**src/rtl/load_store_unit.sv**
```systemverilog
// Load/store unit: initiator side of a word-only data memory port.
// Accepts one request at a time. Loads are formatted with sign or zero
// extension, and sub-word stores are done as read-modify-write.
// Each request produces exactly one response pulse.
//
// Handshake: a request transfers on a rising edge where req_valid_i and
// req_ready_o are both high. req_ready_o is high only while idle and out of
// reset. The response is a single-cycle resp_valid_o pulse with
// resp_rdata_o/resp_err_o valid alongside it. There is no backpressure on
// the response side.
module load_store_unit #(
    parameter bit CHECK_ALIGN = 1'b1
) (
    input  logic        clk_i,
    input  logic        rst_i,
    input  logic        req_valid_i,
    output logic        req_ready_o,
    input  logic        req_we_i,
    input  logic [2:0]  req_funct3_i,
    input  logic [31:0] req_addr_i,
    input  logic [31:0] req_wdata_i,
    output logic        resp_valid_o,
    output logic [31:0] resp_rdata_o,
    output logic        resp_err_o,
    output logic        mem_we_o,
    output logic [31:0] mem_addr_o,
    output logic [31:0] mem_wdata_o,
    input  logic [31:0] mem_rdata_i,
    output logic [2:0]  state_o
);

    typedef enum logic [2:0] {
        S_IDLE    = 3'd0,
        S_ACCESS  = 3'd1,
        S_CAPTURE = 3'd2,
        S_MERGE   = 3'd3,
        S_WRITE   = 3'd4,
        S_RESP    = 3'd5
    } state_t;

    state_t      state_q;
    logic        we_q;
    logic [2:0]  funct3_q;
    logic [1:0]  off_q;
    logic [15:0] wdata_q;      // only the low half is ever merged
    logic        resp_valid_q;
    logic [31:0] resp_rdata_q;
    logic        resp_err_q;
    logic        mem_we_q;
    logic [31:0] mem_addr_q;
    logic [31:0] mem_wdata_q;

    logic        req_illegal_d;
    logic        req_misal_d;
    logic        req_err_d;
    logic        req_sw_d;
    logic [1:0]  req_off_d;
    logic [31:0] shifted_d;
    logic [31:0] load_data_d;
    logic [31:0] merge_data_d;

    // Decode the incoming request: legality, alignment and the effective byte offset
    always_comb begin
        if (req_we_i) begin
            req_illegal_d = req_funct3_i[2] | (req_funct3_i[1:0] == 2'b11);
        end else begin
            req_illegal_d = (req_funct3_i == 3'b011) | (req_funct3_i[2:1] == 2'b11);
        end
        req_off_d   = req_addr_i[1:0];
        req_misal_d = 1'b0;
        case (req_funct3_i[1:0])
            2'b01: begin
                req_misal_d = req_addr_i[0];
                if (!CHECK_ALIGN) req_off_d = {req_addr_i[1], 1'b0};
            end
            2'b10: begin
                req_misal_d = |req_addr_i[1:0];
                if (!CHECK_ALIGN) req_off_d = 2'b00;
            end
            default: ;
        endcase
        req_err_d = req_illegal_d | (CHECK_ALIGN & req_misal_d);
        req_sw_d  = req_we_i & (req_funct3_i == 3'b010);
    end

    // Format load data from the read word (little-endian lane select, then extend)
    always_comb begin
        shifted_d = mem_rdata_i >> {off_q, 3'b000};
        case (funct3_q[1:0])
            2'b00:   load_data_d = funct3_q[2] ? {24'd0, shifted_d[7:0]}
                                               : {{24{shifted_d[7]}}, shifted_d[7:0]};
            2'b01:   load_data_d = funct3_q[2] ? {16'd0, shifted_d[15:0]}
                                               : {{16{shifted_d[15]}}, shifted_d[15:0]};
            default: load_data_d = mem_rdata_i;
        endcase
    end

    // Splice the store byte/half into the word just read back
    always_comb begin
        merge_data_d = mem_rdata_i;
        if (funct3_q[1:0] == 2'b00) begin
            merge_data_d[{off_q, 3'b000} +: 8] = wdata_q[7:0];
        end else begin
            merge_data_d[{off_q[1], 4'b0000} +: 16] = wdata_q;
        end
    end

    // Transaction FSM with all outputs registered
    always_ff @(posedge clk_i) begin
        if (rst_i) begin
            state_q      <= S_IDLE;
            we_q         <= 1'b0;
            funct3_q     <= 3'd0;
            off_q        <= 2'd0;
            wdata_q      <= 16'd0;
            resp_valid_q <= 1'b0;
            resp_rdata_q <= 32'd0;
            resp_err_q   <= 1'b0;
            mem_we_q     <= 1'b0;
            mem_addr_q   <= 32'd0;
            mem_wdata_q  <= 32'd0;
        end else begin
            resp_valid_q <= 1'b0;
            mem_we_q     <= 1'b0;
            case (state_q)
                S_IDLE: begin
                    if (req_valid_i) begin
                        we_q         <= req_we_i;
                        funct3_q     <= req_funct3_i;
                        off_q        <= req_off_d;
                        wdata_q      <= req_wdata_i[15:0];
                        mem_addr_q   <= {req_addr_i[31:2], 2'b00};
                        resp_rdata_q <= 32'd0;
                        resp_err_q   <= req_err_d;
                        if (req_err_d) begin
                            resp_valid_q <= 1'b1;
                            state_q      <= S_RESP;
                        end else begin
                            // A full-word store goes straight out in ACCESS
                            if (req_sw_d) begin
                                mem_we_q    <= 1'b1;
                                mem_wdata_q <= req_wdata_i;
                            end
                            state_q <= S_ACCESS;
                        end
                    end
                end
                S_ACCESS: begin
                    if (!we_q) begin
                        state_q <= S_CAPTURE;
                    end else if (funct3_q == 3'b010) begin
                        resp_valid_q <= 1'b1;
                        state_q      <= S_RESP;
                    end else begin
                        state_q <= S_MERGE;
                    end
                end
                S_CAPTURE: begin
                    resp_rdata_q <= load_data_d;
                    resp_valid_q <= 1'b1;
                    state_q      <= S_RESP;
                end
                S_MERGE: begin
                    mem_wdata_q <= merge_data_d;
                    mem_we_q    <= 1'b1;
                    state_q     <= S_WRITE;
                end
                S_WRITE: begin
                    resp_valid_q <= 1'b1;
                    state_q      <= S_RESP;
                end
                S_RESP: begin
                    state_q <= S_IDLE;
                end
                default: begin
                    state_q <= S_IDLE;
                end
            endcase
        end
    end

    assign req_ready_o  = (state_q == S_IDLE) & ~rst_i;
    assign resp_valid_o = resp_valid_q;
    assign resp_rdata_o = resp_rdata_q;
    assign resp_err_o   = resp_err_q;
    assign mem_we_o     = mem_we_q;
    assign mem_addr_o   = mem_addr_q;
    assign mem_wdata_o  = mem_wdata_q;
    assign state_o      = state_q;

endmodule

```
**config.mk**
```make
export PLATFORM = sky130hd
export DESIGN_NAME = load_store_unit
export DESIGN_NICKNAME = d
export VERILOG_FILES = /design/src/rtl/load_store_unit.sv
export SDC_FILE = /design/constraint.sdc
export NUM_CORES = 1
export LEC_CHECK = 0
export ABC_CLOCK_PERIOD_IN_PS = 2900
export BUFFER_PORTS_ARGS = -buffer_cell sky130_fd_sc_hd__buf_2
export CAP_MARGIN = 40
export CORE_ASPECT_RATIO = 1.5
export CORE_UTILIZATION = 54
export CTS_BUF_LIST = sky130_fd_sc_hd__clkbuf_8
export DETAILED_ROUTE_END_ITERATION = 12
export PLACE_DENSITY = 0.95
export SETUP_SLACK_MARGIN = 0.5
export SKIP_LAST_GASP = 1
export SYNTH_ARGS = -nofsm -noshare
export SYNTH_HDL_FRONTEND = slang
export SYNTH_SLANG_ARGS = --single-unit
```
**constraint.sdc**
```tcl
create_clock -name clk_i -period 2.9 [get_ports clk_i]
set_clock_uncertainty 0.05 [all_clocks]
set_input_delay 0.145 -clock clk_i [delete_from_list [all_inputs] [get_ports clk_i]]
set_output_delay 0.145 -clock clk_i [all_outputs]
set_load 0.02 [all_outputs]
```
== Word-level counts from Yosys, hierarchy flattened ==
Index checks and enable logic that the tools add are counted.

* Register bits after elaboration: 122
* Bits of input ports: 103
* Output and inout port bits: 103

* Add/sub/neg operators: 2
* Eq/ne operators: 15
* Shift-type cells: 5
* Multiplexer cells: 28
* Bitwise logic cells: 6
* Reduce and logical (&&, ||, !) cells: 9

{| class="wikitable"
|+ Operator list
! cell !! count
|-
| $mux 32 || 7
|-
| $pmux 32 s2 || 3
|-
| $bwmux 32 || 2
|-
| $shift 16x7->32 const A || 1
|-
| $shift 8x7->32 const A || 1
|-
| $shiftx 16x7->32 || 1
|-
| $shiftx 8x7->32 || 1
|-
| $shr 32x5->16 || 1
|-
| $eq 3x2->1 const B || 5
|-
| $neg 5->7 || 2
|-
| $mux 3 || 4
|-
| $pmux 3 s4 || 1
|-
| $mux 1 || 8
|-
| $eq 2x2->1 const B || 3
|-
| $ne 2x2->1 const B || 3
|-
| $eq 2x1->1 const B || 2
|-
| $pmux 1 s2 || 2
|-
| $reduce_and 2->1 || 2
|-
| $reduce_and 4->1 || 1
|-
| $reduce_bool 2->1 || 2
|-
| $reduce_or 2->1 || 2
|-
| $eq 3x1->1 const B || 1
|-
| $eq 3x3->1 const B || 1
|-
| $logic_not 3->1 || 1
|-
| 5 further kinds || 8
|}

== Longest topological paths before layout ==
* Word-level depth: 7
* Gate-level depth with buffers: 11
* Depth with buffers taken out: 6

== Worst setup path after synthesis ==
OpenSTA, ideal clock, no wires.

* Kind: register to register
* From: register off_q[0]
* To: register mem_wdata_q[24] (netlist: mem_wdata_o[24])
* Data arrival time: 2.527 ns
* Data required time: 2.792 ns
* Slack: 0.265 ns
* Cell stages (with the launch flop): 11
* Path buffers: 4
* Period minus slack after synthesis: 2.635 ns
* Path through: dfxtp_1 buf_2 buf_2 buf_1 inv_1 ha_1 nor4bb_1 buf_1 a21oi_1 a211oi_1 o22a_1

* Word-level cells in the longest chain between the ends: 5
* Elaborated cells on any way between the ends: 6
* Those cells by class: add/sub (1); shift (2); mux (3)

{| class="wikitable"
|+ RTL lines
! element !! line !! RTL
|-
| start, declared || 44 || <nowiki>logic [1:0] off_q;</nowiki>
|-
| start signal, assigned || 130 || <nowiki>off_q <= req_off_d;</nowiki>
|-
| $neg 5->7 * || 102 || <nowiki>merge_data_d[{off_q, 3'b000} +: 8] = wdata_q[7:0];</nowiki>
|-
| $shiftx 8x7->32 or $shift 8x7->32 (tied branches) || 102 ||
|-
| $bwmux 32 * || 102 ||
|-
| $mux 32 * || 101 || <nowiki>if (funct3_q[1:0] == 2'b00) begin</nowiki>
|-
| $pmux 32 s2 * || 125 || <nowiki>case (state_q)</nowiki>
|-
| end signal, assigned || 142 || <nowiki>mem_wdata_q <= req_wdata_i;</nowiki>
|-
| end signal, assigned || 164 || <nowiki>mem_wdata_q <= merge_data_d;</nowiki>
|-
| end, declared || 51 || <nowiki>logic [31:0] mem_wdata_q;</nowiki>
|}

Every way passes the cells marked *; elsewhere a longest branch is shown, timed or not.
A chain may end at the register's enable or synchronous reset.

== Final worst setup path ==
* From: register state_q[1] (netlist: state_o[1])
* To: register mem_wdata_q[24] (netlist: mem_wdata_o[24])

* Word-level cells in the longest chain between the ends: 3
* Elaborated cells on any way between the ends: 8
* Those cells by class: eq/ne (4); mux (1); reduce/logical (3)

{| class="wikitable"
|+ RTL lines
! element !! line !! RTL
|-
| start, declared || 41 || <nowiki>state_t state_q;</nowiki>
|-
| start signal, assigned || 111 || <nowiki>state_q <= S_IDLE;</nowiki>
|-
| start signal, assigned || 137 || <nowiki>state_q <= S_RESP;</nowiki>
|-
| start signal, assigned || 144 || <nowiki>state_q <= S_ACCESS;</nowiki>
|-
| $eq 3x2->1 or $logic_not 3->1 (tied branches) || 125 ||
|-
| $reduce_bool 2->1 (no line) or $ne 2x2->1 (tied branches) || n/a ||
|-
| $reduce_and 4->1 (no line) || n/a ||
|}

Several ways; a longest one is shown, not always the timed one.

==> flow_summary.toml <==
[worst_setup_path]
critical_path_required_ns = 3.23
path_class = "reg -> reg"
cp_cell_sequence = "or4b_2 -> o21ai_4 -> a21boi_4 -> o22a_1"
rrSetupSlack_ns = 0.60
cp_max_fo = 18
worst-path-buf-inv = 0
cp_slowest_cell = "or4b_2"
end_kind = "flop"
arrival_ns = 2.63
rr_worst_depth = 4
cp_top_family = "compound AO/OA/AOI/OAI gates"
slowest_delay_ns = 0.77
worstSetupStartpointType = "flop"
r2r-end = "mem_wdata_o[24]"
r2r_start = "state_o[1]"
crit_start = "state_o[1]"

[drt]
via_count = 7972
wire_per_inst_um = 20.67
via_per_inst = 6.502
dr.pass1.iters = 6
postRouteAntennaNets = 0
drc = 0
drt_iter0_drc = 919
routed_wl_um = 25340

[global_route]
grt_pass1_vias = 7621
grt_pass1_wl_um = 38960
antenna_found_initial = 0
grt.overflow.total = 0
grt_max_degree = 78
grt_usage_pct = 38.02

[finish]
fin_nets = 1168
drive_above_1_share_pct = 28.41
layout_common_cells = "202 x buf_2, 121 x dfxtp_1, 115 x nand2_1"
layout-area-overhead-vs-synth_pct = 27.85
antenna_cells = 0
fin_cells = 1226
layout_commonest_cell = "buf_2"
final_util_pct = 71.07

[power_and_ir_drop]
p_per_area_nw_per_um2 = 571.7
leakage_nw = 3.760
pwr-share-clk_pct = 28.9
p_seq_share_pct = 38.7
p_int_mw = 3.123
sw_frac_of_total_pct = 38.57
ir_drop_mv = 0.5391
power.switching_mw = 1.961
finalPower_mw = 5.084
p_comb_share_pct = 32.3

[cts]
post-cts-setup-buffer-count = 0
clkTransAtPathRegs_ns = 0.08
cts_root_buffer = "clkbuf_8"
clkLatencyLatePin_ns = 0.45
numCtsBuffers = 17
cts_sinks = 122
cts_max_level = 4
cts_tree = "yes"
cts_max_path_buffers = 2

[floorplan]
dieArea_um2 = 13350
io_pins = 206
coreArea_um2 = 12510
rows = 50
die_x_um = 94.67
die_y_um = 141
start_util_pct = 55.59

[hold_path]
worstHoldStart = "req_we_i"
min_to = "we_q"
hold-path-cell-count = 3
min_path_type = "in -> reg"

[synth]
synth_flop_cell = "dfxtp_1"
syn_area_um2 = 6955
synth-seq-cells = 122
synth_cell_types = 53
syn_area_per_cell_um2 = 8.231
ys_async_sr_fraction_pct = 0
synth_enable_flop_cells = 0
netlist_instances = 845
yosysSeqAreaShare_pct = 35.11
yosys_warnings = 0

[timing]
tightest_slew_ns = 0.8266
setup_viol = 0
rsz0062_at_grt = "true"
maxSlewViolCount = 0
relSlewSlack_pct = 44.69
fin_crit_sh_pct = 79.30
finalSetupTns_ns = 0
max_freq_mhz = 434.8
hold_viol_final = 0
fin_hold_ws_ns = 0.03485
period_needed_ns = 2.300

[job]
drv_cap = 0

[run_status]
status = "complete, no violations"

[placement]
dpl.hpwl_um = 16320
placed_cells = 1144
io_buffer_count = 203
gp_congestion = 0.9078
## per-layer routing
layer | wire [um] | vias up | track usage [%]
li1 | - | 3557 | -
met1 | 8635 | 3688 | 41.71
met2 | 12300 | 571 | 62.55
met3 | 2344 | 156 | 8.522
met4 | 2067 | 0 | 28.87
met5 | 0 | - | 0
## power by group through the flow
| stage | clock, mW | sequential [mW] | combinational, mW |
|---|---|---|---|
| floorplan | 0 | 2.09 | 0.942 |
| global placement | 0 | 1.98 | 1.47 |
| detailed placement | 0 | 1.99 | 1.52 |
| CTS | 1.47 | 1.96 | 1.59 |
| global route | 1.55 | 1.98 | 1.75 |
| finish | 1.47 | 1.97 | 1.64 |
## worst max path at each step
stage | to | cells after the start
3_5_place_dp | mem_wdata_o[7] | 8
4_1_cts | mem_wdata_o[29] | 9
5_1_grt | mem_wdata_o[22] | 6
3_3_place_gp | mem_wdata_o[7] | 8
6_report | mem_wdata_o[24] | 4
2_1_floorplan | mem_wdata_o[31] | 10
## synthesized netlist by cell type (2+ instances only)
cell	instances	area, um^2
nand3_1	6	30.03
o21bai_1	16	120.1
ha_1	8	100.1
nand2_1	115	431.7
a221o_1	7	70.07
nor2b_1	17	106.4
or2_2	2	12.51
nor4bb_1	17	170.2
a22oi_1	29	217.7
nor4_1	3	18.77
buf_2	17	85.08
o2bb2ai_1	8	70.07
nand4bb_1	3	33.78
o21ai_0	9	45.04
dfxtp_1	122	2442
a21oi_1	114	570.6
o22a_1	17	148.9
mux4_2	2	45.04
nor3b_1	3	22.52
buf_6	2	22.52
mux2i_1	37	370.4
o22ai_1	15	93.84
nand2b_1	20	125.1
o221ai_1	17	148.9
a2bb2oi_1	3	26.28
a211oi_1	62	465.5
buf_4	2	15.01
inv_1	30	112.6
clkbuf_1	56	210.2
buf_1	7	26.28
mux2_2	7	78.83
nand3b_1	3	22.52
nor3_1	18	90.09
a31o_2	23	201.4
nor2_1	10	37.54
## worst reg2reg max path, cell delays in order, from the launching register on
cell,delay [ns]
dfxtp_1,0.48
or4b_2,0.77
o21ai_4,0.18
a21boi_4,0.53
o22a_1,0.23
## registers in the layout, summed over array words and instances, names as in the netlist
name,cells
funct3_q,3
mem_we_o,1
state_o,3
wdata_q,16
mem_wdata_o,32
resp_rdata_o,32
off_q,2
resp_err_o,1
we_q,1
resp_valid_o,1
mem_addr_o,30
## kinds of logic after synthesis
family,synth area share [%]
compound gates,32.38
xor+xnor,0.1259
fa+ha+maj,1.439
buf+inv,6.836
flops,35.11
mux,7.106
other cells,0.05391
simple gates,16.95
## cell type report
cell class,instances,area [um^2]
clock buffer,17,234.0
clock inverter,15,141.4
multi-input combinational,609,4063
tap,156,195.2
inverter,31,116.4
timing repair buffer,276,1699
sequential,122,2444
fill,912,3620
## stage by stage
stage / area (um^2) / setup slack, ns
floorplan: 6964 / 0.5105
global placement: 7990 / 0.7060
detailed placement: 8005 / 0.6508
CTS: 8881 / 0.5507
global route: 8892 / 0.4494
finish: 8892 / 0.6003
## what timing repair did
action                                  CTS  global route
endpoints found under the setup margin    0            33
hold buffers                             50             0
resized for setup                         0             3
endpoints found under the hold margin    50             0
(Power assumes the default switching activity.)
